## src/rtl/check_result_logger.sv

```systemverilog
// Statistics and error-record logger behind the trace-format checker: saturating
// record counters plus a show-ahead FIFO of erroneous records. Define LOGGER_ERR_HIST_EN for per-bit error histograms.
module check_result_logger #(
  parameter int DEPTH = 8,
  parameter int IDX_W = 16
) (
  input  logic             clk,
  input  logic             reset,
  input  logic [1:0]       format_type,
  input  logic [3:0]       error_code,
  input  logic             clr,
  input  logic             rd_en,
  output logic [IDX_W+5:0] rd_data,
  output logic             empty,
  output logic             full,
  output logic             overflow,
  output logic [IDX_W-1:0] rec_cnt,
  output logic [IDX_W-1:0] reg_cnt,
  output logic [IDX_W-1:0] mem_cnt,
  output logic [IDX_W-1:0] err_cnt
`ifdef LOGGER_ERR_HIST_EN
  ,
  output logic [IDX_W-1:0] err_hist0,
  output logic [IDX_W-1:0] err_hist1,
  output logic [IDX_W-1:0] err_hist2,
  output logic [IDX_W-1:0] err_hist3
`endif
);

  localparam int PW = $clog2(DEPTH);
  localparam int CW = PW + 1;
  localparam int EW = IDX_W + 6;
  localparam logic [CW-1:0]    FULL_CNT = CW'(DEPTH);
  localparam logic [CW-1:0]    CNT_ONE  = CW'(1);
  localparam logic [PW-1:0]    PTR_ONE  = PW'(1);
  localparam logic [IDX_W-1:0] IDX_ONE  = IDX_W'(1);

  typedef enum logic [1:0] {
    FT_NONE = 2'd0,
    FT_REG  = 2'd1,
    FT_MEM  = 2'd2,
    FT_RSVD = 2'd3
  } fmt_e;

  function automatic logic [IDX_W-1:0] sat_inc(input logic [IDX_W-1:0] v);
    return (v == '1) ? v : v + IDX_ONE;
  endfunction

  logic wipe;
  logic rec_valid;
  logic rec_err;
  logic do_push;
  logic do_pop;

  logic [IDX_W-1:0] rec_cnt_q, rec_cnt_d;
  logic [IDX_W-1:0] reg_cnt_q, reg_cnt_d;
  logic [IDX_W-1:0] mem_cnt_q, mem_cnt_d;
  logic [IDX_W-1:0] err_cnt_q, err_cnt_d;

  logic [EW-1:0] mem_q [DEPTH];
  logic [PW-1:0] wr_ptr_q, wr_ptr_d;
  logic [PW-1:0] rd_ptr_q, rd_ptr_d;
  logic [CW-1:0] count_q, count_d;
  logic          overflow_q, overflow_d;
  logic          full_now;
  logic          empty_now;

  // Reset and soft clear are indistinguishable; both also swallow the record of that cycle.
  always_comb begin
    wipe      = reset | clr;
    rec_valid = !wipe && (format_type == FT_REG || format_type == FT_MEM);
    rec_err   = rec_valid && (error_code != 4'd0);
    full_now  = (count_q == FULL_CNT);
    empty_now = (count_q == '0);
    do_pop    = !wipe && rd_en && !empty_now;
    do_push   = rec_err && (!full_now || rd_en);
  end

  always_comb begin
    rec_cnt_d = rec_cnt_q;
    reg_cnt_d = reg_cnt_q;
    mem_cnt_d = mem_cnt_q;
    err_cnt_d = err_cnt_q;
    if (rec_valid) begin
      rec_cnt_d = sat_inc(rec_cnt_q);
      if (format_type == FT_REG) reg_cnt_d = sat_inc(reg_cnt_q);
      else                       mem_cnt_d = sat_inc(mem_cnt_q);
      if (rec_err) err_cnt_d = sat_inc(err_cnt_q);
    end
  end

  always_comb begin
    wr_ptr_d   = do_push ? wr_ptr_q + PTR_ONE : wr_ptr_q;
    rd_ptr_d   = do_pop  ? rd_ptr_q + PTR_ONE : rd_ptr_q;
    overflow_d = overflow_q | (rec_err && full_now && !rd_en);
    unique case ({do_push, do_pop})
      2'b10:   count_d = count_q + CNT_ONE;
      2'b01:   count_d = count_q - CNT_ONE;
      default: count_d = count_q;
    endcase
  end

  // NOTE: sequential state is written with non-blocking assignments only, so every
  // register samples the pre-edge values no matter how the blocks are ordered.
  always_ff @(posedge clk) begin
    if (wipe) begin
      rec_cnt_q  <= '0;
      reg_cnt_q  <= '0;
      mem_cnt_q  <= '0;
      err_cnt_q  <= '0;
      wr_ptr_q   <= '0;
      rd_ptr_q   <= '0;
      count_q    <= '0;
      overflow_q <= 1'b0;
    end else begin
      rec_cnt_q  <= rec_cnt_d;
      reg_cnt_q  <= reg_cnt_d;
      mem_cnt_q  <= mem_cnt_d;
      err_cnt_q  <= err_cnt_d;
      wr_ptr_q   <= wr_ptr_d;
      rd_ptr_q   <= rd_ptr_d;
      count_q    <= count_d;
      overflow_q <= overflow_d;
    end
  end

  // NOTE: the storage array is deliberately not reset; rd_data is forced to zero
  // while empty, so stale contents are never observable.
  always_ff @(posedge clk) begin
    if (do_push) mem_q[wr_ptr_q] <= {rec_cnt_q, format_type, error_code};
  end

  assign rd_data  = empty_now ? '0 : mem_q[rd_ptr_q];
  assign empty    = empty_now;
  assign full     = full_now;
  assign overflow = overflow_q;
  assign rec_cnt  = rec_cnt_q;
  assign reg_cnt  = reg_cnt_q;
  assign mem_cnt  = mem_cnt_q;
  assign err_cnt  = err_cnt_q;

`ifdef LOGGER_ERR_HIST_EN
  logic [IDX_W-1:0] hist_q [4];
  logic [IDX_W-1:0] hist_d [4];

  always_comb begin
    for (int b = 0; b < 4; b++) begin
      hist_d[b] = hist_q[b];
      if (rec_valid && error_code[b]) hist_d[b] = sat_inc(hist_q[b]);
    end
  end

  always_ff @(posedge clk) begin
    for (int b = 0; b < 4; b++) begin
      if (wipe) hist_q[b] <= '0;
      else      hist_q[b] <= hist_d[b];
    end
  end

  assign err_hist0 = hist_q[0];
  assign err_hist1 = hist_q[1];
  assign err_hist2 = hist_q[2];
  assign err_hist3 = hist_q[3];
`endif

endmodule

```

## config.mk

```make
export PLATFORM = sky130hd
export DESIGN_NAME = check_result_logger
export DESIGN_NICKNAME = d
export VERILOG_FILES = /design/src/rtl/check_result_logger.sv
export SDC_FILE = /design/constraint.sdc
export NUM_CORES = 1
export LEC_CHECK = 0
export ABC_AREA = 1
export CORE_ASPECT_RATIO = 1.4
export CORE_MARGIN = 3
export CORE_UTILIZATION = 60
export CTS_CLUSTER_DIAMETER = 120
export DETAILED_ROUTE_END_ITERATION = 6
export PLACE_DENSITY = 0.82
export SYNTH_ARGS = -nofsm -noshare
export SYNTH_HDL_FRONTEND = slang
export SYNTH_SLANG_ARGS = --single-unit
```

## constraint.sdc

```tcl
create_clock -name clk -period 4.1 [get_ports clk]
set_input_delay 0.615 -clock clk [delete_from_list [all_inputs] [get_ports clk]]
set_output_delay 0.615 -clock clk [all_outputs]
set_load 0.05 [all_outputs]
```

==> results.sh, run 1 <==
export IMPL_status="finished clean"
export IMPL_crit_fanout=23
export IMPL_synth_yosys_seq_area_share_pct=60.7
export IMPL_powerDensity_nw_per_um2=380
export IMPL_placed_cell_area_um2=12500
export IMPL_clock_sinks=254
export IMPL_grt_max_degree=55
export IMPL_fillCellCount=1289
export IMPL_r2r_end="count_q[2]$_SDFFE_PP0P_"
export IMPL_die_h_um=168
export IMPL_synthArstFlopShare_pct=0
export IMPL_fin_nets=1315
export IMPL_instances_no_fill=1551
export IMPL_worst_setup_path_type="flop to primary output"
export IMPL_rsz0062_at_grt="false"
export IMPL_hold_path_end="overflow$_SDFF_PP0_"
export IMPL_dr_pass1_iters=5
export IMPL_cts_setup_buffers=0
export IMPL_grt_usage_pct=25.7
export IMPL_min_path_cells=2
export IMPL_vias=8753
export IMPL_wirelength_mm=26.3
export IMPL_required_ns=3.48
export IMPL_io_pins=99
export IMPL_multi_input_area_um2=3940
export IMPL_r2r_slack_ns=1.48
export IMPL_fin_crit_ns=3.53
export IMPL_synth_most_common_cell="nor2_1"
export IMPL_wl_per_cell_um=16.9
export IMPL_cts_tree="built"
export IMPL_drtAntennaViolNets=0
export IMPL_cts_hold_buf=0
export IMPL_p_leak_uw=0.00455
export IMPL_rows=58
export IMPL_synthToLayoutAreaGrowth_pct=16.9
export IMPL_drive_gt1_share_pct=7.86
export IMPL_skew_ns=0.0165
export IMPL_placed_cells=1510
export IMPL_synthTopCellsByCount="nor2_1 (276), nand2_1 (207), edfxtp_1 (176)"
export IMPL_cp_arrival_ns=2.92
export IMPL_ys_ff_latch=254
export IMPL_postCtsResizedCells=0
export IMPL_fin_crit_sh_pct=86.1
export IMPL_synth_area_leaders="edfxtp_1 (47%), dfxtp_1 (14%), nor2_1 (9.2%)"
export IMPL_hold_class="flop to flop"
export IMPL_antennaDiodeCount=0
export IMPL_cts_htree_levels=1
export IMPL_first_iter_violations=759
export IMPL_synth_fp_nets=1216
export IMPL_die_x_um=122
export IMPL_insertion_delay_ns=0.51
export IMPL_maxCapViolations=0
export IMPL_cts_buffer_depth=3
export IMPL_synth_ff_type="edfxtp_1"
export IMPL_viasPerCell=5.64
export IMPL_endpoint_kind="primary output"
export IMPL_place_hpwl_mm=16.7
export IMPL_ys_warn_count=0
export IMPL_clk_pin_slew_worst_paths_ns=0.06
export IMPL_dieArea_um2=20500
export IMPL_grt_pass1_vias=8645
export IMPL_reg2reg_from="count_q[0]$_SDFFE_PP0P_"
export IMPL_netlist_area_um2=11300
export IMPL_antenna_found_initial=0
export IMPL_postLayoutCellArea_um2=13200
export IMPL_port_buffers=98
export IMPL_core_area_um2=18200
export IMPL_synthCells=1196
export IMPL_start_kind="flop"
export IMPL_grt_overflow_total=0
export IMPL_syn_area_per_cell_um2=9.43
export IMPL_gp_congestion=0.817
export IMPL_root_buffer="clkbuf_16"
export IMPL_fmax_mhz=283
export IMPL_synth_cell_type_count=36
export IMPL_setup_viol=0
export IMPL_seqCellArea_um2=6850
export IMPL_hold_violations=0
export IMPL_synth_top_area_cell="edfxtp_1"
export IMPL_grt_pass1_wl_mm=42.3
export IMPL_drc=0
export IMPL_drv_slew=0
export IMPL_cts_buffers=23
export IMPL_ir_drop_mv=0.246
export IMPL_synth_edf_count=176
export IMPL_start_util_pct=61.9
export IMPL_max_slew_margin_pct=41.1
export IMPL_fin_setup_tns_ns=0
export IMPL_yosysTopAreaCellShare_pct=46.9
export IMPL_tightest_slew_ns=0.883
export IMPL_hp_start="overflow$_SDFF_PP0_"
export IMPL_reg2reg_depth=13
==> cell families after synthesis <==
kind of cell	after synthesis	synth area share [%]
and+or+nand+nor	572	20.7
DFF	254	60.7
AOI/OAI and AO/OA	194	9.04
buffers and inverters	120	4.59
xor gates and xnor gates	24	1.86
muxes	22	1.95
adders and majority gates	10	1.11
==> power by group <==
part,internal (uW),leakage (uW),switching (uW)
clock,1170,0.000359,885
sequential,2730,0.00223,8.64
combinational,60.6,0.00196,155
total,3960,0.00455,1050
==> layout make-up <==
type / count / share of cell area, %
timing repair buffer: 121 / 8.37
clock inverter: 13 / 0.873
inverter: 73 / 2.10
sequential: 254 / 52.0
tap: 240 / 2.28
multi-input combinational: 822 / 29.8
clock buffer: 28 / 4.58
==> critical path, stage by stage, from the launching register on <==
cell and delay [ns]:
dfxtp_1 0.30, buf_4 0.22, inv_1 0.68, o21ai_0 0.22, nor2_1 0.18, clkdlybuf4s50_1 0.82
==> how the worst max path moves through the flow <==
stage                    from                       to  slack [ns]  cells after the start
2_1_floorplan  format_type[1]    mem_q[0][0]$_DFFE_PP_        1.18                      9
3_3_place_gp   format_type[1]  count_q[2]$_SDFFE_PP0P_        0.76                     16
3_5_place_dp   format_type[1]  count_q[2]$_SDFFE_PP0P_        0.62                     16
4_1_cts                  flop               rd_data[5]        0.57                      8
5_1_grt                  flop               rd_data[1]        0.40                      8
6_report                 flop               rd_data[1]        0.57                      5
==> state kept, by name, summed over array words and instances (netlist names), named ones only <==
register  cells
wr_ptr_q      3
count_q       4
rd_ptr_q      3
overflow      1
reg_cnt      16
mem_q       176
rec_cnt      16
mem_cnt      16
err_cnt      16
==> stage by stage <==
| step | power, uW | setup slack (ns) | utilization (%) | hold WS [ns] |
|---|---|---|---|---|
| detailed placement | 3010 | 0.616 | 68.4 | 0.463 |
| CTS | 5040 | 0.566 | 72.4 | 0.484 |
| finish | 5010 | 0.569 | 72.4 | 0.486 |
| floorplan | 2940 | 1.18 | - | 0.472 |
| global route | 5150 | 0.399 | 72.4 | 0.509 |
| global placement | 3000 | 0.762 | 68.4 | 0.453 |
==> layer usage <==
layer | vias up | track usage [%] | share of wire, %
met5 | - | 0 | 0
met4 | 0 | 11.3 | 3.6
met3 | 67 | 3.49 | 5.6
met2 | 301 | 45.9 | 52
met1 | 4142 | 30.6 | 39
li1 | 4243 | - | -
==> placed cells by master (no fill, tap or decap), drive strengths merged, types with 43 or more instances in the layout <==
cell | Yosys | routed
a21oi | 44 | 44
clkdlybuf4s50 | 0 | 78
nand2 | 213 | 213
inv | 72 | 74
dfxtp | 78 | 78
nand3 | 52 | 52
edfxtp | 176 | 176
buf | 26 | 43
o21ai | 126 | 126
nor2 | 279 | 279
No activity file was read; power rests on OpenSTA's default activity.
==> run 2: changes to the inputs <==
CORE_MARGIN = unset   (was 3)
CORE_UTILIZATION = 55   (was 60)
PLACE_DENSITY = 0.77   (was 0.82)
SLEW_MARGIN = 5   (was unset)
==> run 2 against run 1 <==
Core utilization decreased by 5.5 points. Fmax is 6.1% lower. Clock skew fell by 0.0072 ns. Via count fell by 0.43%. Global-route usage decreased by 1.1 points. Combinational power hardly changed. Register-to-register slack gained 0.17 ns. Critical path type unchanged. Clock power is 11% higher.
==> results.sh, run 2 (synthesized netlist as in run 1, its figures left out) <==
export IMPL_powerDensity_nw_per_um2=391
export IMPL_largest_register="mem_q"
export IMPL_grt_met3_usage_pct=2.95
export IMPL_insertion_delay_ns=0.52
export IMPL_root_buffer="clkbuf_16"
export IMPL_place_hpwl_mm=16.3
export IMPL_clk_pin_slew_worst_paths_ns=0.06
export IMPL_grt_max_degree=42
export IMPL_dieArea_um2=21100
export IMPL_maxCapViolations=0
export IMPL_synthToLayoutAreaGrowth_pct=18.6
export IMPL_tightest_slew_ns=0.700
export IMPL_grt_pass1_vias=8209
export IMPL_path_cells="clkinv_1, buf_4, o21ai_0, o21ai_0, o21ai_0, nor2_1, clkdlybuf4s50_1"
export IMPL_cp_top_family="buffers and inverters"
export IMPL_layout_commonest_cell="nor2_1"
export IMPL_r2r_slack_ns=1.65
export IMPL_die_x_um=123
export IMPL_port_buffers=98
export IMPL_hold_class="flop to flop"
export IMPL_use_met2_pct=44.1
export IMPL_skew_ns=0.00940
export IMPL_use_met1_pct=30.2
export IMPL_preCtsSetupSlack_ns=0.721
export IMPL_setup_viol=0
export IMPL_dr_pass1_iters=6
export IMPL_largest_register_ff_count=176
export IMPL_start_kind="flop"
export IMPL_grt_busiest_layer="met2"
export IMPL_fin_setup_tns_ns=0
export IMPL_vias=8715
export IMPL_core_area_um2=20000
export IMPL_wl_per_cell_um=16.0
export IMPL_cts_setup_buffers=0
export IMPL_fin_crit_ns=3.76
export IMPL_timing_critical_path_mode_cell="o21ai_0"
export IMPL_cts_htree_levels=1
export IMPL_rows=61
export IMPL_hold_violations=0
export IMPL_drc=0
export IMPL_gp_congestion=0.827
export IMPL_postCtsResizedCells=0
export IMPL_rsz0062_at_grt="false"
export IMPL_cts_buffers=25
export IMPL_grt_pass1_wl_mm=40.6
export IMPL_grt_usage_pct=24.6
export IMPL_final_cell_mix="nor2_1 (268), nand2_1 (207), edfxtp_1 (176)"
export IMPL_cts_buffer_depth=3
export IMPL_grt_overflow_total=0
export IMPL_die_h_um=171
export IMPL_viasPerCell=5.53
export IMPL_max_slew_margin_pct=53.3
export IMPL_drtAntennaViolNets=0
export IMPL_antenna_found_initial=0
export IMPL_cp_arrival_ns=3.15
export IMPL_wirelength_mm=25.3
export IMPL_start_util_pct=56.4
export IMPL_slowest_delay_ns=0.69
export IMPL_layout_setup_ws_ns=0.337
export IMPL_p_leak_uw=0.00460
export IMPL_ir_drop_mv=0.281
export IMPL_fin_crit_sh_pct=91.8
export IMPL_drive_gt1_share_pct=8.47
export IMPL_first_iter_violations=689
export IMPL_worst_setup_path_type="flop to primary output"
export IMPL_clock_sinks=254
export IMPL_drv_slew=0
export IMPL_antennaDiodeCount=0
export IMPL_cts_hold_buf=0
export IMPL_crit_fanout=26
export IMPL_required_ns=3.48
export IMPL_status="finished clean"
export IMPL_fmax_mhz=266
export IMPL_fin_nets=1324
export IMPL_cts_tree="built"
export IMPL_worst_path_max_delay_cell="clkdlybuf4s50_1"
export IMPL_critPathBufInv=3
export IMPL_io_pins=99
export IMPL_endpoint_kind="primary output"
export IMPL_fillCellCount=1557
[run 2: cell types whose count changed in the layout (fill, tap and decap cells not counted)]
cell             previous run  this run
inv_6                       1         2
clkinv_2                    4         6
clkbuf_8                    1         0
clkinv_1                    5         3
buf_4                      43        41
bufinv_16                   2         3
clkinvlp_4                  1         3
clkbuf_1                    4         2
clkdlybuf4s50_1            78        87
clkinv_4                    0         2
inv_1                      70        68
clkinvlp_2                  0         2
clkbuf_16                  23        25
[run 2: routing by layer]
layer	part of all wire (%)	wire (um)
met2	51	12900
met3	6.0	1510
met1	40	10200
met5	0	0
met4	2.7	683
[run 2: path summary, 6_finish.rpt]
kind	start	cells past startpoint	end
setup / recovery	flop	7	rd_data[0]
hold / removal	overflow$_SDFF_PP0_	2	overflow$_SDFF_PP0_
setup reg to reg	count_q[1]$_SDFFE_PP0P_	14	count_q[2]$_SDFFE_PP0P_
hold reg to reg	overflow$_SDFF_PP0_	2	overflow$_SDFF_PP0_
[run 2: cell type report]
type	instances	area (um2)	area share, %
Clock buffer	27	633	4.73
Tap cell	252	315	2.36
Multi-Input combinational cell	822	3940	29.4
Inverter	73	277	2.07
Clock inverter	19	191	1.43
Timing Repair Buffer	128	1180	8.81
Sequential cell	254	6850	51.2
[run 2: worst min-delay path, cell delays in order, from the launching register on]
cell and delay (ns):
dfxtp_1 0.33, a21oi_1 0.05, nor2_1 0.07
[run 2: metrics by stage]
step	utilization (%)	area [um2]	total power (uW)	hold WS (ns)	cells
2_1_floorplan	-	11300	2940	0.472	1196
3_3_place_gp	62.8	12600	3010	0.453	1529
3_5_place_dp	62.8	12600	3010	0.472	1529
4_1_cts	66.9	13400	5270	0.490	1575
5_1_grt	66.9	13400	5390	0.528	1575
6_report	66.9	13400	5230	0.482	1575
[run 2: power breakdown]
group,switching [uW],internal (uW)
Sequential,8.55,2730
Combinational,154,63.1
Clock,959,1320
==> run 3: changes to the inputs <==
SETUP_SLACK_MARGIN = 0.3   (was unset)
==> run 3 against run 2 <==
Final area about the same. Flip-flop and latch count unchanged. Clock skew increased by 0.0011 ns. Worst hold slack about the same. Register-to-register slack about the same. Core utilization about the same. Critical path depth increased by 1. Total power increased by 0.10%. Combinational power about the same. Via count increased by 0.22%. Routed wire length increased by 0.58%.
==> results.sh, run 3 (synthesized netlist as in run 1, its figures left out) <==
export IMPL_crit_fanout=34
export IMPL_dieArea_um2=21100
export IMPL_tightest_slew_ns=0.733
export IMPL_maxCapViolations=0
export IMPL_required_ns=3.48
export IMPL_skew_ns=0.0105
export IMPL_path_cells="buf_4, nor2_1, nor2_1, o21ai_0, o21ai_0, o21ai_0, nor2_1, clkdlybuf4s50_1"
export IMPL_clk_pin_slew_worst_paths_ns=0.06
export IMPL_cts_htree_levels=1
export IMPL_fillCellCount=1557
export IMPL_cts_buffers=25
export IMPL_wirelength_mm=25.4
export IMPL_cts_tree="built"
export IMPL_fin_crit_ns=3.61
export IMPL_drtAntennaViolNets=0
export IMPL_fin_nets=1324
export IMPL_gp_congestion=0.827
export IMPL_seqCellArea_um2=6850
export IMPL_dr_pass1_iters=5
export IMPL_whs_ns=0.482
export IMPL_rsz0062_at_grt="false"
export IMPL_status="finished clean"
export IMPL_grt_pass1_wl_mm=40.6
export IMPL_vias=8734
export IMPL_powerDensity_nw_per_um2=391
export IMPL_die_h_um=171
export IMPL_slowest_delay_ns=0.81
export IMPL_final_cell_mix="nor2_1 (268), nand2_1 (207), edfxtp_1 (176)"
export IMPL_grt_max_degree=42
export IMPL_core_area_um2=20000
export IMPL_synthToLayoutAreaGrowth_pct=18.6
export IMPL_cts_buffer_depth=3
export IMPL_layout_commonest_cell="nor2_1"
export IMPL_worst_path_max_delay_cell="clkdlybuf4s50_1"
export IMPL_place_hpwl_mm=16.3
export IMPL_io_pins=99
export IMPL_fmax_mhz=277
export IMPL_fin_crit_sh_pct=88.0
export IMPL_viasPerCell=5.55
export IMPL_multi_input_area_um2=3940
export IMPL_antennaDiodeCount=0
export IMPL_grt_pass1_vias=8200
export IMPL_hold_violations=0
export IMPL_fin_setup_tns_ns=0
export IMPL_max_slew_margin_pct=51.1
export IMPL_drv_slew=0
export IMPL_grt_usage_pct=24.6
export IMPL_p_leak_uw=0.00460
export IMPL_drc=0
export IMPL_die_x_um=123
export IMPL_endpoint_kind="primary output"
export IMPL_start_kind="flop"
export IMPL_largest_register="mem_q"
export IMPL_rows=61
export IMPL_root_buffer="clkbuf_16"
export IMPL_cp_arrival_ns=2.99
export IMPL_start_util_pct=56.4
export IMPL_setup_viol=0
export IMPL_drive_gt1_share_pct=8.54
export IMPL_wl_per_cell_um=16.1
export IMPL_hold_class="flop to flop"
export IMPL_worst_setup_path_type="flop to primary output"
export IMPL_insertion_delay_ns=0.52
export IMPL_antenna_found_initial=0
export IMPL_grt_overflow_total=0
export IMPL_cts_setup_buffers=0
export IMPL_port_buffers=98
export IMPL_first_iter_violations=718
export IMPL_ir_drop_mv=0.281
export IMPL_largest_register_ff_count=176
export IMPL_clock_sinks=254
[run 3: cell counts in the layout (fill, tap and decap cells not counted)]
Identical to the previous run, type by type.
[run 3: final timing paths]
path,end,start,cells past startpoint,slack (ns)
setup / recovery,rd_data[10],flop,8,0.49
hold / removal,overflow$_SDFF_PP0_,overflow$_SDFF_PP0_,2,0.48
setup reg to reg,count_q[2]$_SDFFE_PP0P_,count_q[1]$_SDFFE_PP0P_,14,1.64
hold reg to reg,overflow$_SDFF_PP0_,overflow$_SDFF_PP0_,2,0.48
[run 3: critical path, delay by kind of cell, from the launching register on]
family / cells / cell delay, ns
buffers and inverters: 2 / 1.27
flip-flops: 1 / 0.60
AND/OR/NAND/NOR: 3 / 0.34
AO/OA/AOI/OAI: 3 / 0.25
[run 3: routing by layer]
metal  global-route usage, %  up-vias  share of wire (%)
li1                        -     4255                  -
met1                    30.2     4172                 41
met2                    44.1      255                 51
met3                    2.95       52                5.1
met4                    8.85        0                2.4
met5                       0        -                  0
[run 3: power by group]
| part | internal [uW] | switching, uW | total (uW) |
|---|---|---|---|
| combinational | 63.1 | 154 | 218 |
| sequential | 2730 | 8.65 | 2740 |
| clock | 1320 | 965 | 2280 |
| total | 4110 | 1130 | 5240 |
[run 3: what timing repair did]
| action | 4_1_cts | 5_1_grt |
|---|---|---|
| hold buffers | 0 | 0 |
| gates resized for setup | 1 | 0 |
| setup endpoints to repair | 1 | 0 |
[run 3: layout make-up]
class | instances | share of cell area (%)
clock buffers | 27 | 4.73
well taps | 252 | 2.36
inverters | 73 | 2.08
clock inverters | 19 | 1.43
flip-flops and latches | 254 | 51.2
repair buffers | 128 | 8.81
multi-input cells | 822 | 29.4
[run 3: through the flow]
stage / utilization (%) / setup slack [ns] / area (um2) / power [uW] / instances
global route: 66.9 / 0.305 / 13400 / 5390 / 1575
CTS: 66.9 / 0.475 / 13400 / 5270 / 1575
detailed placement: 62.8 / 0.721 / 12600 / 3010 / 1529
finish: 66.9 / 0.491 / 13400 / 5240 / 1575
floorplan: - / 1.18 / 11300 / 2940 / 1196
global placement: 62.8 / 0.791 / 12600 / 3010 / 1529
==> edit 1, RTL diff (config.mk and constraints of run 3) <==
Register the output `mem_cnt` once more; this adds one clock of latency there. The other outputs are not delayed to match.
--- a/src/rtl/check_result_logger.sv
+++ b/src/rtl/check_result_logger.sv
@@ -136,7 +136,9 @@
   assign overflow = overflow_q;
   assign rec_cnt  = rec_cnt_q;
   assign reg_cnt  = reg_cnt_q;
-  assign mem_cnt  = mem_cnt_q;
+  always_ff @(posedge clk) begin
+    mem_cnt <= mem_cnt_q;
+  end
   assign err_cnt  = err_cnt_q;
 
 `ifdef LOGGER_ERR_HIST_EN
Behaviour: not the same (Yosys sat finds a counterexample within 4 cycles, from zero or initial values).
==> edit 1 against run 3 <==
  * Wire length is 1.5% lower
  * Design area is 2.1% higher
  * Sequential cell count is 16 higher
  * Non-clock buffer count is 7 lower
  * Area after synthesis is 2.8% higher
  * Total power is 2.6% higher
  * Setup slack better by 0.12 ns
  * Largest cell class unchanged
  * Highest routed layer unchanged
==> edit 1: results (changes against run 3) <==
** Global routing
- Maximum number of pins on one net before global-route repair :: 47 (+12%)
- The first-pass GRT wire length came to 40100 um (-1.1%).
- Met3 GRT Util :: 2.78% (-0.17 points)
- All-layer global routing usage :: 22.8% (-1.8 points)

** Route
- Wire length on met1 :: 9700 um (-7.1%)
- The violation count after the first detailed-routing iteration is 616 (-14%).
- The total met3 wirelength after detailed routing was 1370 um (+5.0%).
- The wire length per cell after detailed routing is 15.8 um (-2.3%).

** Placed design
- The pre-CTS setup slack came to 0.733 ns (+0.0124 ns).
- The final weighted congestion of routability-driven global placement is 0.865 (+4.7%).
- The cell area after placement came to 12900 um^2 (+2.7%).
- Post-detailed-placement half-perimeter wirelength :: 16200 um (-0.71%)
- # placed instances :: 1544 (+0.98%)

** Run status
- Status :: complete, no violations

** Timing
- The worst slew slack as a fraction of its limit came to 49.1% (-2.0 points).
- The maximum operating frequency is 287 MHz (+3.4%).
- The clock skew came to 0.0225 ns (+0.0120 ns).

** Final layout
- The non-clock buffer instance count of the final layout is 121 (-5.5%).
- The number of cells in the finished layout apart from fillers is 1588 (+0.83%).
- The number of nets in the layout came to 1335 (+0.83%).
- Share of cell area taken by multi-input logic gates :: 28.9% (-0.47 points)
- Number of filler cells placed in the layout :: 1545 (-0.77%)
- Layout inverter count without the clock tree :: 74 (+1.4%)
- Total number of multi-input combinational cells :: 823 (+0.12%)
- Clock distribution area overhead in the final layout :: 5.65% (-0.51 points)
- Sequential standard cell area :: 7170 um^2 (+4.7%)
- Final design utilization :: 66.5% (-0.44 points)
- The area share of buffers outside the clock network was 8.53% (-0.28 points).

** Synthesis
- Netlist cell types :: 35 (-2.8%)
- Compound-cell area share of the yosys netlist :: 9.04% (about the same)
- Mean instance size in the synthesized netlist :: 9.56 um^2 (+1.4%)
- Ranked by total cell area, the synthesized netlist is headed by sky130_fd_sc_hd__edfxtp_1 46%, sky130_fd_sc_hd__dfxtp_1 16%, sky130_fd_sc_hd__nor2_1 8.3%.
- Part of the Yosys area used for sequential elements :: 61.8% (+1.1 points)
- Synthesized net count :: 1232 (+1.3%)
- By count the netlist is led by 256 x sky130_fd_sc_hd__nor2_1, 226 x sky130_fd_sc_hd__nand2_1, 176 x sky130_fd_sc_hd__edfxtp_1.
- Adder-cell share of the synthesized area :: 1.08% (-0.030 points)
- The share of synthesized area spent on multiplexers was 1.90% (-0.053 points).

** Die
- Total number of placement rows :: 62 (+1.6%)

** Worst setup path
- Slack of the worst reg-to-reg path :: 1.62 ns (-0.02 ns)
- The most critical setup path has its endpoint at rd_data[18].
- Worst R2R Start :: count_q[2]$_SDFFE_PP0P_
- Critical-path maximum fanout :: 46 (+35%)

** Power and ir drop
- The peak ir drop on the vdd network came to 282 uV (+0.33%).
- The total leakage power came to 4.86 nW (+5.5%).
edit 1: logic make-up after synthesis:
logic type	after synthesis
XOR/XNOR	26
multiplexers	22
buffers and inverters	119
flip-flops	270
adder cells (fa/ha/maj)	10
AND/OR/NAND/NOR	566
AO/OA/AOI/OAI	199
edit 1: worst min path at each step:
stage               cells past startpoint                  end
detailed placement                      0  mem_cnt[15]$_DFF_P_
global placement                        0  mem_cnt[15]$_DFF_P_
CTS                                     0  mem_cnt[15]$_DFF_P_
finish                                  0  mem_cnt[15]$_DFF_P_
floorplan                               0  mem_cnt[15]$_DFF_P_
global route                            0  mem_cnt[15]$_DFF_P_
edit 1: power breakdown:
part	internal (mW)	switching [mW]	leakage (nW)
clock network	1.25	0.947	0.377
logic	0.0826	0.189	1.95
registers	2.89	0.0135	2.53
edit 1: timing repair:
action / 4_1_cts / 5_1_grt
resized for setup: 0 / 2
hold buffers: 0 / 0
setup endpoints to repair: 0 / 7
hold endpoints to repair: 0 / 0
==> edit 2, RTL diff (flow settings as in run 3) <==
Without the edit above. Build with the macro `LOGGER_ERR_HIST_EN` defined.
--- a/src/rtl/check_result_logger.sv
+++ b/src/rtl/check_result_logger.sv
@@ -1,5 +1,7 @@
 // Statistics and error-record logger behind the trace-format checker: saturating
 // record counters plus a show-ahead FIFO of erroneous records. Define LOGGER_ERR_HIST_EN for per-bit error histograms.
+`define LOGGER_ERR_HIST_EN
+
 module check_result_logger #(
   parameter int DEPTH = 8,
   parameter int IDX_W = 16
Check against the original RTL (old outputs only; new: err_hist0, err_hist1, err_hist2 and err_hist3): equivalent (equiv_simple and equiv_induct, registers matched by name and starting in step).
==> edit 2 against run 3 <==
  * Design area rose by 33%
  * Sequential cell count is 64 higher
  * Total power increased by 23%
  * Area after synthesis is 31% higher
  * Setup slack improved by 0.063 ns
  * Sequential share of layout area fell by 5.4 points
  * First-iteration DRC count shrank 9.1%
  * Wire length is 42% higher
  * Critical endpoint is now rd_data[2]
==> edit 2: results (changes against run 3) <==
** Timing
- The final hold slack is 0.476 ns (-0.00628 ns).
- Fin Clk Skew :: 0.0158 ns (+0.00534 ns)
- Least-Margin Pin Slew :: 1.03 ns (+0.296 ns)

** Final layout
- The layout cell share with drive strength beyond 1 came to 5.55% (-3.0 points).
- Number of filler cells placed in the layout :: 2184 (+40%)
- Net total in the final layout :: 1963 (+48%)
- Count of antenna diodes in the layout :: 0 (unchanged)

** CTS
- The number of CTS-inserted buffers is 30 (+20%).
- Worst skew pair latency :: 0.55 ns (+0.03 ns)
- The post-cts resize count is 0 (-1).

** Route
- Post-DR wirelength/cell :: 15.7 um (-2.4%)
- First-pass iteration count of the detailed router :: 7 (+2)
- Total vias in the final route :: 12400 (+42%)
- Per-cell via count in the routed design :: 5.44 (-1.9%)

** Synthesis
- Number of flops mapped to enable cells by yosys :: 176 (unchanged)
- The synthesized-area fraction occupied by ao, oa, aoi and oai cells came to 8.83% (-0.21 points).
- Top post-synthesis cells by area :: sky130_fd_sc_hd__edfxtp_1 36%, sky130_fd_sc_hd__dfxtp_1 19%, sky130_fd_sc_hd__nand2_1 11%
- The share of synthesized area spent on multiplexers was 1.49% (-0.47 points).
- Netlist cell types :: 31 (-14%)
- Cell count after synthesis :: 1783 (+49%)
- Sorting the synthesized cells by how often they occur yields 431 x sky130_fd_sc_hd__nand2_1, 356 x sky130_fd_sc_hd__nor2_1, 176 x sky130_fd_sc_hd__edfxtp_1.
- Synthesized net count :: 1807 (+49%)
- Post-synthesis share of cell area spent on xor and xnor gates :: 3.13% (+1.3 points)

** Placed design
- The cell area after placement is 16800 um^2 (+34%).
- The pre-CTS setup slack is 0.500 ns (-0.221 ns).
- The instance count after placement with tap cells included is 2231 (+46%).
- Final estimated routing congestion in global placement :: 0.857 (+3.6%)
- Number of I/O port buffers :: 162 (+65%)

** Worst setup path
- The critical-path maximum fanout was 40 (+18%).
- The logic depth of the worst register-to-register path was 13 (-1).
- The register-to-register path setup slack was 1.34 ns (-0.30 ns).
- Critical Path AT :: 2.93 ns (-0.06 ns)
- CP peak stage delay :: 0.85 ns (+0.04 ns)

** Global routing
- The all-layer global routing usage came to 26.3% (+1.7 points).
- Number of antenna violations at the first check in global routing :: 1 (+1)
- The maximum number of pins on one net before global-route repair is 93 (+120%).

** Power and ir drop
- Lkg Pwr :: 6.18 nW (+34%)
- The peak ir drop on the vdd network came to 295 uV (+4.9%).
- The proportion of total power due to net switching was 21.9% (+0.34 points).

** Run status
- Status :: complete, no violations
==> edit 2: cell types whose count changed in the layout (fill, tap and decap cells not counted), moves of 49 or more <==
cell                              change
sky130_fd_sc_hd__inv_1               +49
sky130_fd_sc_hd__a21oi_1             +53
sky130_fd_sc_hd__nor2_1              +80
sky130_fd_sc_hd__nand2_1            +223
sky130_fd_sc_hd__clkdlybuf4s50_1     +67
sky130_fd_sc_hd__dfxtp_1             +64
==> edit 2: worst max path at each step <==
stage / startpoint / end / slack (ns) / depth (start not counted)
finish: register / rd_data[2] / 0.55 / 5
global route: register / rd_data[6] / 0.30 / 5
CTS: count_q[3]$_SDFFE_PP0P_ / rd_data[4] / 0.46 / 5
detailed placement: format_type[1] / count_q[2]$_SDFFE_PP0P_ / 0.50 / 18
global placement: format_type[1] / count_q[2]$_SDFFE_PP0P_ / 0.60 / 18
floorplan: format_type[1] / mem_q[0][0]$_DFFE_PP_ / 1.19 / 9
==> edit 2: final cells by class <==
| cell class | instances | area, um^2 | share of cell area (%) |
|---|---|---|---|
| Clock inverter | 19 | 181 | 1.02 |
| Clock buffer | 37 | 808 | 4.55 |
| Sequential cell | 318 | 8130 | 45.7 |
| Inverter | 122 | 458 | 2.58 |
| Tap cell | 324 | 405 | 2.28 |
| Multi-Input combinational cell | 1275 | 5950 | 33.5 |
| Timing Repair Buffer | 192 | 1840 | 10.3 |
==> edit 2: power groups by stage <==
stage               registers, mW  clock network [mW]  logic [mW]
floorplan                    3.44                   0       0.195
CTS                          3.36                2.82       0.309
finish                       3.36                2.77       0.306
detailed placement           3.43                   0       0.308
global route                 3.36                2.93       0.333
global placement             3.43                   0       0.302
==> edit 2: metal layers <==
layer  GRT usage (%)  wire length [um]
met1            29.6             14100
met2            49.9             19000
met3            3.95              1930
met4            9.38               996
met5               0                 0
